<file path="src/rtl/btn_control_unit.sv">
// Button front end for counter_10000: sync, debounce, edge detect, and run/stop/clear FSM.
// Ports: clk, reset (async, active-high); raw buttons btn_run_stop/btn_clear/btn_mode;
// registered outputs run_stop (1=run), clear (1-cycle pulse), mode (0=up, 1=down).
module btn_control_unit #(
  parameter int DEBOUNCE_CYCLES = 100_000
) (
  input  logic clk,
  input  logic reset,
  input  logic btn_run_stop,
  input  logic btn_clear,
  input  logic btn_mode,
  output logic run_stop,
  output logic clear,
  output logic mode
);

  localparam int CW = $clog2(DEBOUNCE_CYCLES + 1);
  localparam logic [CW-1:0] CMAX = CW'(DEBOUNCE_CYCLES - 1);

  // Channel index: 0 = run_stop, 1 = clear, 2 = mode
  localparam int RS = 0;
  localparam int CL = 1;
  localparam int MD = 2;

  typedef enum logic [1:0] {
    ST_STOP  = 2'd0,
    ST_RUN   = 2'd1,
    ST_CLEAR = 2'd2
  } state_t;

  logic [2:0]    w_btn;
  logic [2:0]    r_sync1;
  logic [2:0]    r_sync2;
  logic [2:0]    r_db;
  logic [2:0]    r_db_d;
  logic [2:0]    w_press;
  logic [2:0]    r_press;
  logic [CW-1:0] r_cnt [3];
  state_t        r_state;

  assign w_btn = {btn_mode, btn_clear, btn_run_stop};

  always_ff @(posedge clk or posedge reset) begin
    if (reset) begin
      r_sync1 <= '0;
      r_sync2 <= '0;
    end else begin
      r_sync1 <= w_btn;
      r_sync2 <= r_sync1;
    end
  end

  // State flips only after the synced level has disagreed for
  // DEBOUNCE_CYCLES consecutive cycles; any agreement restarts the count.
  always_ff @(posedge clk or posedge reset) begin
    if (reset) begin
      r_db <= '0;
      for (int i = 0; i < 3; i++) begin
        r_cnt[i] <= '0;
      end
    end else begin
      for (int i = 0; i < 3; i++) begin
        if (r_sync2[i] == r_db[i]) begin
          r_cnt[i] <= '0;
        end else if (r_cnt[i] == CMAX) begin
          r_db[i]  <= r_sync2[i];
          r_cnt[i] <= '0;
        end else begin
          r_cnt[i] <= r_cnt[i] + CW'(1);
        end
      end
    end
  end

  assign w_press = r_db & ~r_db_d;

  // Presses are registered once more so the FSM sees a clean flop input.
  always_ff @(posedge clk or posedge reset) begin
    if (reset) begin
      r_db_d  <= '0;
      r_press <= '0;
    end else begin
      r_db_d  <= r_db;
      r_press <= w_press;
    end
  end

  always_ff @(posedge clk or posedge reset) begin
    if (reset) begin
      r_state  <= ST_STOP;
      run_stop <= 1'b0;
      clear    <= 1'b0;
      mode     <= 1'b0;
    end else begin
      mode <= mode ^ r_press[MD];
      case (r_state)
        ST_STOP: begin
          if (r_press[CL]) begin
            r_state  <= ST_CLEAR;
            run_stop <= 1'b0;
            clear    <= 1'b1;
          end else if (r_press[RS]) begin
            r_state  <= ST_RUN;
            run_stop <= 1'b1;
            clear    <= 1'b0;
          end else begin
            r_state  <= ST_STOP;
            run_stop <= 1'b0;
            clear    <= 1'b0;
          end
        end
        ST_RUN: begin
          if (r_press[RS]) begin
            r_state  <= ST_STOP;
            run_stop <= 1'b0;
          end else begin
            r_state  <= ST_RUN;
            run_stop <= 1'b1;
          end
          clear <= 1'b0;
        end
        ST_CLEAR: begin
          r_state  <= ST_STOP;
          run_stop <= 1'b0;
          clear    <= 1'b0;
        end
        default: begin
          r_state  <= ST_STOP;
          run_stop <= 1'b0;
          clear    <= 1'b0;
        end
      endcase
    end
  end

endmodule

</file>
<file path="config.mk">
export PLATFORM = sky130hd
export DESIGN_NAME = btn_control_unit
export DESIGN_NICKNAME = d
export VERILOG_FILES = /design/src/rtl/btn_control_unit.sv
export SDC_FILE = /design/constraint.sdc
export NUM_CORES = 1
export LEC_CHECK = 0
export ABC_AREA = 1
export CAP_MARGIN = 20
export CELL_PAD_IN_SITES_DETAIL_PLACEMENT = 1
export CELL_PAD_IN_SITES_GLOBAL_PLACEMENT = 1
export CORE_MARGIN = 3
export CORE_UTILIZATION = 40
export DETAILED_ROUTE_END_ITERATION = 16
export HOLD_SLACK_MARGIN = 0.1
export PLACE_DENSITY_LB_ADDON = 0.25
export SETUP_SLACK_MARGIN = 0.02
export SLEW_MARGIN = 20
export SYNTH_ARGS = -nofsm -noshare
export SYNTH_HDL_FRONTEND = slang
export SYNTH_SLANG_ARGS = --single-unit
</file>
<file path="constraint.sdc">
create_clock -name clk -period 2.14 [get_ports clk]
set_input_delay 0.535 -clock clk [delete_from_list [all_inputs] [get_ports clk]]
set_output_delay 0.535 -clock clk [all_outputs]
set_load 0.005 [all_outputs]
</file>
# Word level (Yosys, flattened, before mapping)
# Index checks and enable logic that the tools add are counted.
[totals]
register_bits = 71
in_bits = 5
out_inout_bits = 3
elab_cells = 50
[op_classes]
n_addsub = 3
n_eq_ne = 7
mux = 16
n_bitwise = 6
n_reduce_logical = 4
[op_table]
columns = ["operator", "count"]
rows = [
  ["$mux 17", 6],
  ["$add 17x1->17 const B", 3],
  ["$eq 17x17->1 const B", 3],
  ["$mux 1", 7],
  ["$reduce_and 2->1", 3],
  ["$pmux 2 s2", 1],
  ["$and 3x3->3", 1],
  ["$eq 1x1->1", 3],
  ["$not 1->1", 3],
  ["$not 3->3", 1],
  ["$eq 2x1->1 const B", 1],
  ["$logic_not 2->1", 1],
  ["$mux 2", 1],
  ["$pmux 1 s2", 1],
  ["$xor 1x1->1", 1],
]

# Depth between registers and ports, before layout
[depth]
word_depth = 3
ltp_mapped = 9
depth_no_buf = 9

# Worst setup path after synthesis
# OpenSTA, ideal clock, no wires.
[synth_path]
kind = "register to register"
startpoint = "register r_cnt[0] (netlist name)"
endpoint = "register r_cnt[8] (netlist name)"
setup_ns = 0.069
t_arrival_ns = 1.245
required_ns = 2.071
path_slack_ns = 0.826
stages_incl_launch_ff = 10
path_buffers = 1
synth_period_minus_slack_ns = 1.314
path_cell_list = "dfrtp_1 -> ha_1 -> nand2_2 -> inv_2 -> nand2_2 -> nor2_4 -> nand2_2 -> nand2_2 -> buf_12 -> nor2_2"
[synth_via]
elab_chain_cells = 3
elab_cells_between_ends = 4
classes_between = "add/sub (1); eq/ne (1); mux (2)"
[synth_rtl]
columns = ["element", "line", "text"]
rows = [
  ["start: declaration", "38", "logic [CW-1:0] r_cnt [3];"],
  ["start signal: indexed assignment", "69", "r_cnt[i] <= r_cnt[i] + CW'(1);"],
  ["$add 17x1->17 or $eq 17x17->1 (tied branches)", "69, 65", ""],
  ["$mux 17 *", "65", "end else if (r_cnt[i] == CMAX) begin"],
  ["$mux 17 *", "63", "if (r_sync2[i] == r_db[i]) begin"],
]
# Every way passes the cells marked *; elsewhere a longest branch is shown, timed or not.
# A chain may end at the register's enable or synchronous reset.

==> flow_summary_export.csv <==
group,metric,value,unit
floorplan,die_h,100,um
floorplan,coreArea,8420,um2
routing,drtIter0Drc,52,
logic_synthesis,synthFlopType,"dfrtp_1",
clocking,ctsResizeCount,0,
critical_path,path_max_fanout,5,
hold_path,hold_path_class,"reg2reg",
timing,clock.fmax,0.547,GHz
routing,drtPass1Iterations,5,
logic_synthesis,synth_commonest_cells,"nand2_1 (110), nor2_1 (102), dfrtp_1 (70)",
finish,drive_gt1_frac,0.130,
critical_path,critPathBufInv,1,
floorplan,die_x,100,um
logic_synthesis,synth_area_leaders,"dfrtp_1 (49%), nand2_1 (12%), nor2_1 (11%)",
floorplan,dieArea,10100,um2
floorplan,io_pins,8,
floorplan,start_util,0.423,
timing,final_max_slew_viol_count,0,
power_and_ir_drop,power_density,646,nW/um2
power_and_ir_drop,fin_total_pwr,0.00257,W
placement,pre_cts_ws,0.573,ns
timing,timing.setup.tns,0,ns
critical_path,crit_family,"buffers and inverters",
timing,setup_viol,0,
routing,wl_per_cell,13.4,um
critical_path,max_stage_delay,0.53,ns
logic_synthesis,yosys_warnings,0,
clocking,clk_pin_slew_worst_paths,0.08,ns
logic_synthesis,syn_area_per_cell,7.75,um2
run_status,status,"complete, no violations",
critical_path,crit_chain,"clkdlybuf4s50_1",
timing,final_hold_viol_count,0,
logic_synthesis,synth-edff-count,0,
global_routing,grt_pass1_vias,3105,
global_routing,gr-total-overflow,0,
clocking,clk_latency,0.35,ns
placement,gp_congestion,0.785,
critical_path,worst_ep_required_time,1.60,ns
finish,diodes,0,
timing,min_period,1.83,ns
clocking,cts_tree,"built",
hold_path,whs_path_depth,0,
timing,relSlewSlack,0.736,
clocking,cts-buffers-inserted,9,
clocking,cts-root-buf,"clkbuf_8",
placement,port_buffers,7,
global_routing,antenna_found_initial,0,
logic_synthesis,yosysSeqAreaShare,0.491,
logic_synthesis,synth_area,3560,um2
logic_synthesis,ys_types,22,
placement,place_hpwl,5.82,mm
logic_synthesis,synthesis.nets,468,
critical_path,crit_cells,1,
routing,num_vias,2882,
timing,skew,0.0139,ns
critical_path,crit_type,"reg2out",
critical_path,crit_slowest_cell,"clkdlybuf4s50_1",
finish,syn_to_final_growth,11.5,%
timing,post-route-period-util,0.854,
timing,setup_ws,0.313,ns
routing,drc,0,
critical_path,critPathLaunchType,"register",
critical_path,rr_worst_depth,8,
finish,seqCellArea,1750,um2
power_and_ir_drop,leakage,1.79,nW
floorplan,std_cell_rows,33,
finish,nets,486,
finish,multi_input_area,1560,um2
global_routing,grt_first_pass_wirelength,14.2,mm
logic_synthesis,synth_top_cell_by_area,"dfrtp_1",
routing,viasPerCell,4.90,
logic_synthesis,async_flop_share,1.00,
clocking,cts_hold_buf,0,
placement,place_inst,572,
global_routing,grt_max_degree,59,
clocking,htreeDepth,3,
global_routing,grt_usage,0.177,
routing,ant_nets,0,
logic_synthesis,yosysTopAreaCellShare,0.491,
critical_path,critical_path.endpoint_type,"output port",
logic_synthesis,postSynthCellCount,460,
routing,finalWirelength,7.90,mm
timing,worstMarginPinSlew,0.395,ns
job,drv_cap,0,
timing,hold_ws,0.353,ns
logic_synthesis,ys_ff_latch,70,
logic_synthesis,yosysMostFrequentCell,"nand2_1",
clocking,clockBufferDepth,2,
finish,instances_no_fill,588,
timing,rsz0062_at_grt,"no",
critical_path,arrival,1.29,ns
power_and_ir_drop,irDropWorstVdd,0.000389,V
finish,n_fill_cell,1083,
clocking,post-cts-setup-buffers,0,
clocking,cts_sinks,70,
placed cells by master, fill, tap and decap left out:
master	n
nor2_2	18
nor2_1	102
clkinvlp_4	3
xnor2_1	3
inv_2	7
o21ai_1	6
nand3_1	22
o21ai_0	1
nor3_1	9
nand2_2	15
nand2_1	110
inv_6	3
a211oi_1	1
buf_12	1
clkdlybuf4s50_1	7
a21oi_1	7
clkinv_4	1
ha_1	3
nor2_4	3
xor2_1	13
bufinv_16	1
dfrtp_1	70
nand3b_1	3
nand4_1	7
o21bai_1	2
clkbuf_8	9
inv_1	54
xor2_2	2
path summary, 6_finish.rpt:
check	slack, ns	to	from
setup / recovery	0.31	run_stop	r_state[0]$_DFF_PP0_
hold / removal	0.35	r_sync2[0]$_DFF_PP0_	r_sync1[0]$_DFF_PP0_
setup reg to reg	0.57	r_cnt[5]$_DFF_PP0_	r_cnt[0]$_DFF_PP0_
hold reg to reg	0.35	r_sync2[0]$_DFF_PP0_	r_sync1[0]$_DFF_PP0_
max in group asynchronous	1.06	r_cnt[47]$_DFF_PP0_	reset
min in group asynchronous	0.49	r_cnt[41]$_DFF_PP0_	reset
kinds of logic (layout without fill, tap and decap cells):
kind of cell / Yosys count / count (layout) / synth area share
XOR/XNOR: 18 / 18 / 0.0484
adder cells (fa/ha/maj): 3 / 3 / 0.0105
buffers and inverters: 63 / 86 / 0.0709
flip-flops: 70 / 70 / 0.491
AO/OA/AOI/OAI: 17 / 17 / 0.0260
AND/OR/NAND/NOR: 289 / 289 / 0.353
through the flow:
stage                util  area, um2
floorplan               -       3570
global placement    0.448       3770
detailed placement  0.448       3770
CTS                 0.472       3970
global route        0.472       3970
finish              0.472       3970
where the power goes:
group	switching [W]	internal (W)	leakage, nW
Sequential	0.0000186	0.00134	0.957
Combinational	0.0000644	0.0000270	0.736
Clock	0.000564	0.000552	0.0968
Total	0.000647	0.00192	1.79
layout make-up:
class,instances,area share
Clock buffer,9,0.0312
Inverter,62,0.0595
Multi-Input combinational cell,327,0.393
Sequential cell,70,0.441
Timing Repair Buffer,8,0.0227
Tap cell,105,0.0331
Clock inverter,7,0.0202
worst reg2reg max path: cells and delay by family (launching register included):
family                     cells  cell delay (ns)
buffers and inverters          1             0.07
DFF                            1             0.42
and+or+nand+nor                6             0.73
adders and majority gates      1             0.23
state kept, by name (all words and copies together) (netlist names), 2 cells and up:
name     cells
r_state      2
r_sync1      3
r_db_d       3
r_db         3
r_cnt       51
r_press      3
r_sync2      3
metal layers:
metal	part of all wire	up-vias	global-route usage
met4	0.014	0	0.0705
met3	0.019	12	0.0306
met5	0	-	0
met2	0.48	27	0.289
li1	-	1436	-
met1	0.49	1407	0.233
No activity file was read; power rests on OpenSTA's default activity.
